<file path="src/rtl/ext_bus_bridge_pkg.sv">
// Purpose: shared types and helpers for the CPU-to-external-bus bridge.
// Latency: none (types, constants and pure functions only).
// Backpressure: n/a.
package ext_bus_bridge_pkg;

    // Transaction sequencer states, in bus-phase order.
    typedef enum logic [2:0] {
        IDLE  = 3'd0,
        A_HI  = 3'd1,
        A_MID = 3'd2,
        A_LO  = 3'd3,
        DATA  = 3'd4,
        DONE  = 3'd5,
        TURN  = 3'd6
    } state_e;

    // Width of the per-byte wait-state counter (WAIT is 0..15).
    localparam int WAIT_W = 4;

    // Byte lanes carried by a CPU word of width rv.
    function automatic int nb_of(input int rv);
        return rv / 8;
    endfunction

    // Address bits below the word address (log2 of the lane count).
    function automatic int lsb_of(input int rv);
        return (rv == 32) ? 2 : 1;
    endfunction

    // Pick byte idx of a zero-extended 24-bit byte address.
    function automatic logic [7:0] addr_byte(input logic [23:0] a, input logic [1:0] idx);
        return a[{idx, 3'b000} +: 8];
    endfunction

endpackage

</file>
<file path="src/rtl/ext_bus_waitctr.sv">
// Purpose: per-byte wait-state down-counter qualified by external ready.
// Latency: byte_last is combinational from the counter and ext_rdy.
// Backpressure: ext_rdy=0 holds byte_last low indefinitely once the count expires.
module ext_bus_waitctr
    import ext_bus_bridge_pkg::*;
#(
    parameter int WAIT = 0
) (
    input  logic clk,
    input  logic reset,
    input  logic ena,
    input  logic active,
    input  logic ext_rdy,
    output logic byte_last
);

    logic [WAIT_W-1:0] cnt_q;
    logic [WAIT_W-1:0] cnt_d;

    // Reload outside DATA and after each finished byte, otherwise count down to zero.
    always_comb begin
        byte_last = active && (cnt_q == '0) && ext_rdy;
        cnt_d     = cnt_q;
        if (!active || byte_last) begin
            cnt_d = WAIT_W'(WAIT);
        end else if (cnt_q != '0) begin
            cnt_d = cnt_q - 1'b1;
        end
    end

    // Counter register; ena=0 freezes it along with the rest of the bridge.
    always_ff @(posedge clk) begin
        if (reset) begin
            cnt_q <= WAIT_W'(WAIT);
        end else if (ena) begin
            cnt_q <= cnt_d;
        end
    end

endmodule

</file>
<file path="src/rtl/ext_bus_bridge.sv">
// Purpose: sequences a byte-masked CPU read/write onto an 8-bit muxed address/data bus.
// Latency: miss = 3 address cycles + (1+WAIT) per set lane + done; cache hit skips A_HI/A_MID.
// Backpressure: ext_rdy=0 stretches the current data byte; ena=0 freezes all state.
module ext_bus_bridge
    import ext_bus_bridge_pkg::*;
#(
    parameter int RV         = 16,
    parameter int PA         = 22,
    parameter int WAIT       = 0,
    parameter int ADDR_CACHE = 1,
    localparam int NB        = nb_of(RV),
    localparam int LSB       = lsb_of(RV),
    localparam int BSW       = LSB,
    localparam int AW        = PA - LSB,
    localparam int CW        = PA - 8
) (
    input  logic          clk,
    input  logic          reset,
    input  logic          ena,
    input  logic [AW-1:0] addrp,
    input  logic [NB-1:0] rreq,
    input  logic [NB-1:0] wmask,
    input  logic [RV-1:0] wdata,
    output logic [RV-1:0] rdata,
    output logic          rdone,
    output logic          wdone,
    output logic [7:0]    bus_out,
    input  logic [7:0]    bus_in,
    output logic          latch_hi,
    output logic          latch_lo,
    output logic          wr,
    output logic [BSW-1:0] bsel,
    input  logic          ext_rdy
);

    state_e         state_q, state_d;
    logic           is_wr_q, is_wr_d;
    logic [NB-1:0]  rem_q, rem_d;
    logic [AW-1:0]  addr_q, addr_d;
    logic [RV-1:0]  wdata_q, wdata_d;
    logic [CW-1:0]  cache_q, cache_d;
    logic           cache_vld_q, cache_vld_d;

    logic [7:0]     bus_out_q, bus_out_d;
    logic           latch_hi_q, latch_hi_d;
    logic           latch_lo_q, latch_lo_d;
    logic           wr_q, wr_d;
    logic [BSW-1:0] bsel_q, bsel_d;
    logic           rdone_q, rdone_d;
    logic           wdone_q, wdone_d;
    logic [RV-1:0]  rdata_q, rdata_d;

    logic           byte_last;
    logic           cache_hit;
    logic [BSW-1:0] lane_nxt;
    logic [23:0]    a24;

    assign cache_hit = (ADDR_CACHE != 0) && cache_vld_q && (addrp[AW-1 -: CW] == cache_q);

    ext_bus_waitctr #(.WAIT(WAIT)) u_waitctr (
        .clk       (clk),
        .reset     (reset),
        .ena       (ena),
        .active    (state_q == DATA),
        .ext_rdy   (ext_rdy),
        .byte_last (byte_last)
    );

    // Next state, transaction capture, lane retirement and read-data capture.
    always_comb begin
        state_d     = state_q;
        is_wr_d     = is_wr_q;
        rem_d       = rem_q;
        addr_d      = addr_q;
        wdata_d     = wdata_q;
        cache_d     = cache_q;
        cache_vld_d = cache_vld_q;
        rdata_d     = rdata_q;
        case (state_q)
            IDLE: begin
                if (|wmask) begin
                    is_wr_d = 1'b1;
                    rem_d   = wmask;
                end else if (|rreq) begin
                    is_wr_d = 1'b0;
                    rem_d   = rreq;
                end
                if ((|wmask) || (|rreq)) begin
                    addr_d  = addrp;
                    wdata_d = wdata;
                    state_d = cache_hit ? A_LO : A_HI;
                end
            end
            A_HI: state_d = A_MID;
            A_MID: begin
                cache_d     = addr_q[AW-1 -: CW];
                cache_vld_d = 1'b1;
                state_d     = A_LO;
            end
            A_LO: state_d = DATA;
            DATA: begin
                if (byte_last) begin
                    if (!is_wr_q) begin
                        rdata_d[{bsel_q, 3'b000} +: 8] = bus_in;
                    end
                    rem_d[bsel_q] = 1'b0;
                    if (rem_d == '0) begin
                        state_d = DONE;
                    end
                end
            end
            DONE:    state_d = TURN;
            TURN:    state_d = IDLE;
            default: state_d = IDLE;
        endcase
    end

    // Lowest still-pending lane: the lane driven in the next DATA cycle.
    always_comb begin
        lane_nxt = '0;
        for (int i = NB - 1; i >= 0; i--) begin
            if (rem_d[i]) begin
                lane_nxt = BSW'(i);
            end
        end
    end

    // Output values for the state being entered, so pins change with the state register.
    always_comb begin
        a24        = 24'({addr_d, {LSB{1'b0}}});
        bus_out_d  = bus_out_q;
        latch_hi_d = 1'b0;
        latch_lo_d = 1'b0;
        wr_d       = 1'b0;
        bsel_d     = bsel_q;
        rdone_d    = 1'b0;
        wdone_d    = 1'b0;
        case (state_d)
            A_HI: begin
                bus_out_d  = addr_byte(a24, 2'd2);
                latch_hi_d = 1'b1;
            end
            A_MID: begin
                bus_out_d  = addr_byte(a24, 2'd1);
                latch_hi_d = 1'b1;
                latch_lo_d = 1'b1;
            end
            A_LO: begin
                bus_out_d  = addr_byte(a24, 2'd0);
                latch_lo_d = 1'b1;
            end
            DATA: begin
                bsel_d = lane_nxt;
                if (is_wr_d) begin
                    bus_out_d = wdata_d[{lane_nxt, 3'b000} +: 8];
                    wr_d      = 1'b1;
                end
            end
            DONE: begin
                rdone_d = !is_wr_d;
                wdone_d = is_wr_d;
            end
            default: ;
        endcase
    end

    // State and output registers; reset beats ena, ena=0 holds everything.
    always_ff @(posedge clk) begin
        if (reset) begin
            state_q     <= IDLE;
            is_wr_q     <= 1'b0;
            rem_q       <= '0;
            addr_q      <= '0;
            wdata_q     <= '0;
            cache_q     <= '0;
            cache_vld_q <= 1'b0;
            bus_out_q   <= '0;
            latch_hi_q  <= 1'b0;
            latch_lo_q  <= 1'b0;
            wr_q        <= 1'b0;
            bsel_q      <= '0;
            rdone_q     <= 1'b0;
            wdone_q     <= 1'b0;
            rdata_q     <= '0;
        end else if (ena) begin
            state_q     <= state_d;
            is_wr_q     <= is_wr_d;
            rem_q       <= rem_d;
            addr_q      <= addr_d;
            wdata_q     <= wdata_d;
            cache_q     <= cache_d;
            cache_vld_q <= cache_vld_d;
            bus_out_q   <= bus_out_d;
            latch_hi_q  <= latch_hi_d;
            latch_lo_q  <= latch_lo_d;
            wr_q        <= wr_d;
            bsel_q      <= bsel_d;
            rdone_q     <= rdone_d;
            wdone_q     <= wdone_d;
            rdata_q     <= rdata_d;
        end
    end

    assign bus_out  = bus_out_q;
    assign latch_hi = latch_hi_q;
    assign latch_lo = latch_lo_q;
    assign wr       = wr_q;
    assign bsel     = bsel_q;
    assign rdone    = rdone_q;
    assign wdone    = wdone_q;
    assign rdata    = rdata_q;

endmodule

</file>
<file path="config.mk">
export PLATFORM = sky130hd
export DESIGN_NAME = ext_bus_bridge
export DESIGN_NICKNAME = d
export VERILOG_FILES = /design/src/rtl/ext_bus_bridge_pkg.sv /design/src/rtl/ext_bus_waitctr.sv /design/src/rtl/ext_bus_bridge.sv
export SDC_FILE = /design/constraint.sdc
export NUM_CORES = 1
export LEC_CHECK = 0
export ABC_AREA = 1
export ABC_CLOCK_PERIOD_IN_PS = 2200
export CAP_MARGIN = 0
export CORE_ASPECT_RATIO = 0.5
export CORE_MARGIN = 1
export CORE_UTILIZATION = 45
export DETAILED_ROUTE_END_ITERATION = 8
export GPL_ROUTABILITY_DRIVEN = 0
export PLACE_DENSITY = 0.72
export SYNTH_ARGS = -nofsm -noshare
export SYNTH_HDL_FRONTEND = slang
export SYNTH_SLANG_ARGS = --single-unit
</file>
<file path="constraint.sdc">
create_clock -name clk -period 2.2 [get_ports clk]
set_input_delay 0.22 -clock clk [delete_from_list [all_inputs] [get_ports clk]]
set_output_delay 0.22 -clock clk [all_outputs]
set_load 0.05 [all_outputs]
</file>
[Word level (Yosys, flattened, before mapping)]
Index checks and enable logic that the tools add are counted.
Widths: inputs -> output; s select.
Cells by class
  add/subtract/negate cells: 2
  order comparisons: 2
  equality and inequality tests: 12
  shift operators: 3
  muxes and demuxes: 31
  bitwise operators: 3
  reductions and logical operators: 23
Operator list (number)
  $mux 21: 2
  $mux 16: 2
  $pmux 8 s4: 1
  $pmux 3 s6: 1
  $bwmux 16: 1
  $shift 8x6->16 const A: 1
  $shiftx 16x5->8: 1
  $shiftx 8x6->16: 1
  $eq 14x14->1: 1
  $eq 3x2->1 const B: 4
  $eq 3x3->1 const B: 4
  $mux 1: 12
  $mux 3: 3
  $mux 2: 4
  $mux 4: 2
  $mux 8: 1
  $reduce_bool 4->1: 2
  $reduce_or 2->1: 4
  $eq 3x1->1 const B: 2
  $neg 4->6: 1
  $reduce_and 2->1: 3
  $logic_and 1x1->1: 4
  $logic_not 4->1: 1
  $pmux 2 s2: 1
  other kinds (15): 17
Storage, ports and cells
  register bits: 92

[Logic depth before layout (Yosys ltp)]
  depth after elaboration: 13
  gate-level depth with buffers: 16
  depth with buffers taken out: 16

[By module]
From an unflattened synthesis, not the netlist that was laid out.
Unflattened totals
  cells, all modules: 744
  area total of the unflattened synthesis: 4753.3 um^2
By module, submodules not included
  ext_bus_bridge: instances 1, cells each 701, area an instance 4489.3 um^2, sequential area each 1761.7 um^2
  ext_bus_waitctr: instances 1, cells each 43, area an instance 264.0 um^2, sequential area each 80.1 um^2

[Worst setup path after synthesis]
Ideal clock, no wire load.
  path kind: reg2reg
  start: register bsel_q, in the netlist bsel
  end: register bus_out_q[6], in the netlist bus_out[6]
  setup time: 0.114 ns
  arrival time: 1.871 ns
  required time: 2.086 ns
  path slack: 0.215 ns
  stages on the path, launching flop included: 14
  buffers on the path: 0
  period minus slack after synthesis: 1.985 ns
  cells stage by stage: dfxtp_1 inv_1 a21oi_1 nand2_1 nand2_1 nand2_1 nand2_2 inv_1 nor2_1 nor2_1 o21ai_1 nand3_1 nor2_1 nor2_1
Between the ends
  word-level cells in the longest chain between the ends: 13
  elaborated cells between the ends (all ways): 25
Ends and longest elaborated chain
  from (decl): line ext_bus_bridge.sv:48  | logic [BSW-1:0] bsel_q, bsel_d;
  from (signal assigned): line ext_bus_bridge.sv:197  | bsel_q <= bsel_d;
  $lt 1x2->1 (not written as such) or $ge 1x1->1 (tied branches): line ext_bus_bridge.sv:106  | rem_d[bsel_q] = 1'b0;
  $logic_and 1x1->1 (not written as such): line ext_bus_bridge.sv:106
  $mux 1 (not written as such): line ext_bus_bridge.sv:106
  $demux 1 s1 *: line ext_bus_bridge.sv:106
  $not 2->2 (no line) *
  $and 2x2->2 (no line) *
  $mux 2 or $logic_not 2->1 (tied branches): line ext_bus_bridge.sv:102, ext_bus_bridge.sv:107
  $pmux 2 s2 or $mux 3 (tied branches): line ext_bus_bridge.sv:79, ext_bus_bridge.sv:107
  $mux 1 or $mux 3 (tied branches): line ext_bus_bridge.sv:122, ext_bus_bridge.sv:102
  $mux 1 or $pmux 3 s6 (tied branches): line ext_bus_bridge.sv:122, ext_bus_bridge.sv:79
  $shiftx 16x5->8 (tied with other cells): line ext_bus_bridge.sv:155  | bus_out_d = wdata_d[{lane_nxt, 3'b000} +: 8];
  $mux 8 (tied with other cells): line ext_bus_bridge.sv:154  | if (is_wr_d) begin
  $pmux 8 s4 or $reduce_and 3->1 (tied branches)
  to (signal assigned): line ext_bus_bridge.sv:193  | bus_out_q <= bus_out_d;
  to (decl): line ext_bus_bridge.sv:44  | logic [7:0] bus_out_q, bus_out_d;
Mark *: on every way between the ends. The rest lies on a longest branch, timed or not. The select of a mux whose other input is x is not followed.
A chain may end at the register's enable or synchronous reset.

[Final worst setup path]
  start: register state_q[1]
  end: register bus_out_q[2], in the netlist bus_out[2]
Between the ends
  word-level cells in the longest chain between the ends: 10
  elaborated cells between the ends (all ways): 29
Ends and longest elaborated chain
  from (decl): line ext_bus_bridge.sv:36  | state_e state_q, state_d;
  from (signal assigned): line ext_bus_bridge.sv:186  | state_q <= state_d;
  $eq 3x3->1: line ext_bus_bridge.sv:64, ext_bus_bridge.sv:79
  $logic_and 1x1->1 (2 in a row): line ext_bus_waitctr.sv:22  | byte_last = active && (cnt_q == '0) && ext_rdy;
  $mux 2: line ext_bus_bridge.sv:102  | if (byte_last) begin
  $pmux 2 s2: line ext_bus_bridge.sv:79  | case (state_q)
  $mux 1 (2 in a row): line ext_bus_bridge.sv:122  | if (rem_d[i]) begin
  $shiftx 16x5->8: line ext_bus_bridge.sv:155
  $mux 8: line ext_bus_bridge.sv:154
  $pmux 8 s4: line ext_bus_bridge.sv:138  | case (state_d)
Several ways; a longest one is shown, not always the timed one. The select of a mux whose other input is x is not followed.

==> impl_metrics.env <==
export IMPL_status="finished clean"
export IMPL_hp_start="reset"
export IMPL_numCtsBuffers=9
export IMPL_pin_count=83
export IMPL_p_sw_uw=1385
export IMPL_cts_hold_buf=0
export IMPL_syn_to_final_growth_pct=30.42
export IMPL_drt_total_wl_mm=12.43
export IMPL_syn_area_sq_mm=0.004760
export IMPL_slew_headroom_pct=59.09
export IMPL_synth_top_area_share_pct=38.70
export IMPL_fin_nets=883
export IMPL_report_final_slew_viol_count=0
export IMPL_worst_ep_required_time_ns=2.48
export IMPL_cts_resized=0
export IMPL_critical_path_arrival_ns=2.31
export IMPL_core_area_sq_mm=0.01025
export IMPL_die_h_microns=74.72
export IMPL_ir_worst_vdd_mv=0.3776
export IMPL_cts_tree="yes"
export IMPL_cp_start_kind="register"
export IMPL_die_x_microns=147.4
export IMPL_fmax_mhz=491.2
export IMPL_synthMuxAreaShare_pct=0.2103
export IMPL_r2r_start="state_q[1]$_SDFFE_PP0P_"
export IMPL_postLayoutCoreUtil_pct=60.57
export IMPL_setup_slack_ns=0.1640
export IMPL_synthAdderAreaFrac_pct=0.5258
export IMPL_ant_nets=0
export IMPL_finalSetupTns_ns=0
export IMPL_final_common_cell="nand2_1"
export IMPL_clk_pin_slew_ns=0.06
export IMPL_crit_start="state_q[1]$_SDFFE_PP0P_"
export IMPL_grt_max_degree=54
export IMPL_grt_overflow=0
export IMPL_syn_inst=736
export IMPL_num_vias=4810
export IMPL_synth_nets=791
export IMPL_p_int_uw=3291
export IMPL_rows=26
export IMPL_sw_frac_of_total_pct=29.62
export IMPL_cts_sinks=92
export IMPL_p_leak_uw=0.002928
export IMPL_mostFrequentLayoutCells="169 x nand2_1, 118 x inv_1, 109 x o21ai_0"
export IMPL_drcViolationCount=0
export IMPL_first_pass_iters=5
export IMPL_r2r_cells=12
export IMPL_dp_hpwl_mm=8.814
export IMPL_ys_seq_elements=92
export IMPL_seqPwrFrac_pct=39.2
export IMPL_yosys_top_cells_area="dfxtp_1 39%, nand2_1 13%, o21ai_0 11%"
export IMPL_finalCritPeriodShare_pct=92.55
export IMPL_antenna_found_initial=1
export IMPL_diodes=0
export IMPL_min_to="bus_out[6]$_SDFFE_PP0P_"
export IMPL_cp_max_fo=28
export IMPL_hold_path_depth=4
export IMPL_port_buffers=82
export IMPL_p_clk_share_pct=37.9
export IMPL_synth_compound_area_share_pct=19.66
export IMPL_h_tree_depth=3
export IMPL_start_util_pct=46.45
export IMPL_viasPerCell=4.943
export IMPL_instances_no_fill=973
export IMPL_drive_gt1_share_pct=8.884
export IMPL_yosysTopAreaCell="dfxtp_1"
export IMPL_comb_power_share_pct=22.9
export IMPL_gr_usage_all_layers_pct=23.37
export IMPL_setup_violations=0
export IMPL_hold_viol=0
export IMPL_pre_cts_slack_ns=-0.03847
export IMPL_drtIter0Drc=308
export IMPL_p_per_area_mw_per_mm2=753.3
export IMPL_cts_setup_buffers=0
export IMPL_total_power_uw=4676
export IMPL_ctsLongestPathBuffers=2
export IMPL_end_kind="register"
export IMPL_yosys_area_share_simple_pct=27.34
export IMPL_postSynthAreaPerCell_sq_um=6.467
export IMPL_synth_top_family_by_area="simple AND/OR/NAND/NOR gates"
export IMPL_worst_slew_pin_slew_ns=0.6072
export IMPL_die_area_sq_mm=0.01102
export IMPL_path_class="register to register"
export IMPL_drv_cap=0
export IMPL_ys_async_sr_fraction_pct=0
export IMPL_layout_min_cycle_time_ns=2.036
export IMPL_wl_per_cell_microns=12.77
export IMPL_yosysSeqAreaShare_pct=38.70
export IMPL_finalClockSkew_ns=0.004962
export IMPL_synthFlopType="dfxtp_1"
export IMPL_yosysUniqueCellTypes=37
export IMPL_grt_pass1_wl_mm=20.10
export IMPL_r2r_slack_ns=0.16
export IMPL_hold_class="primary input to register"
export IMPL_synth_edf_count=0
export IMPL_ys_warn_count=0
export IMPL_insertion_delay_ns=0.34
export IMPL_synth_xor_area_share_pct=0.3680
export IMPL_placed_cells=957
export IMPL_grt_pass1_vias=4252
export IMPL_clockRootBuffer="clkbuf_16"
export IMPL_rr_endpoint="bus_out[2]$_SDFFE_PP0P_"
[how the worst max path moves through the flow]
| stage | endpoint | slack [ns] | depth (start not counted) |
|---|---|---|---|
| global placement | bus_out[0]$_SDFFE_PP0P_ | -0.03 | 14 |
| global route | bus_out[7]$_SDFFE_PP0P_ | -0.01 | 15 |
| floorplan | bus_out[6]$_SDFFE_PP0P_ | 0.22 | 13 |
| CTS | bus_out[4]$_SDFFE_PP0P_ | 0.1 | 12 |
| detailed placement | bus_out[4]$_SDFFE_PP0P_ | -0.04 | 12 |
| finish | bus_out[2]$_SDFFE_PP0P_ | 0.16 | 12 |
[kinds of logic (layout without fill, tap and decap cells)]
family | Yosys count | count (layout)
compound gates | 181 | 181
simple gates | 302 | 302
fa+ha+maj | 2 | 2
flops | 92 | 92
buf+inv | 156 | 253
xor+xnor | 2 | 2
mux | 1 | 1
[worst max-delay path, cell delays in order (launching register included)]
cell and delay, ns:
dfxtp_1 0.39, inv_2 0.10, nand2_4 0.07, nor2_8 0.12, o21ai_4 0.11, buf_12 0.17
o21ai_0 0.42, nand2_1 0.20, nand2_1 0.11, nor2_1 0.05, nand2_1 0.05, nand2_1 0.06
a21oi_2 0.10
[sequential cells by signal, summed over array words and instances, names as in the netlist, 2 cells and up]
signal / flops
cache_q: 14
bus_out: 8
rem_q: 2
wdata_q: 16
addr_q: 21
state_q: 3
rdata: 16
u_waitctr.cnt_q: 4
[per-layer routing]
metal,part of all wire [%],global-route usage [%],up-vias
met1,50,32.29,2177
met2,42,36.37,127
met3,6.2,5.455,19
met4,1.4,7.904,0
met5,0,0,-
li1,-,-,2487
[per-stage QoR]
stage | area [sq um] | hold slack, ns
final | 6207 | 0.4116
after global routing | 6207 | 0.4366
after CTS | 6177 | 0.4016
after detailed placement | 5838 | 0.4442
after global placement | 5838 | 0.4421
after floorplan | 4760 | 0.3549
[cells in the mapped netlist (2+ instances only)]
library cell and instances:
buf_6 3, o21ai_0 109, buf_4 2, a21oi_1 60, nor4_4 2, nand2_4 3
inv_2 2, inv_1 119, nand3_2 2, nand3_4 2, clkbuf_1 19, nor2_1 89
ha_1 2, buf_1 2, nand3_1 24, inv_4 2, nand4_1 2, nand2_1 171
nor3_1 2, dfxtp_1 92, buf_2 6, o21ai_1 4, o211ai_1 3
[cell type report]
| cell class | count | area, sq um |
|---|---|---|
| inverters | 124 | 470.5 |
| clock inverters | 7 | 113.9 |
| repair buffers | 113 | 1061 |
| clock buffers | 9 | 225.2 |
| flip-flops and latches | 92 | 1842 |
| multi-input cells | 488 | 2320 |
| fillers | 968 | 4040 |
| well taps | 140 | 175.2 |
[power groups by stage]
stage | combinational (uW) | clock (uW) | sequential, uW
2_1_floorplan | 607 | 0 | 1940
3_3_place_gp | 1030 | 0 | 1870
3_5_place_dp | 1040 | 0 | 1870
4_1_cts | 1050 | 1800 | 1830
5_1_grt | 1190 | 1870 | 1850
6_report | 1070 | 1770 | 1830
No activity file was read; power rests on OpenSTA's default activity.
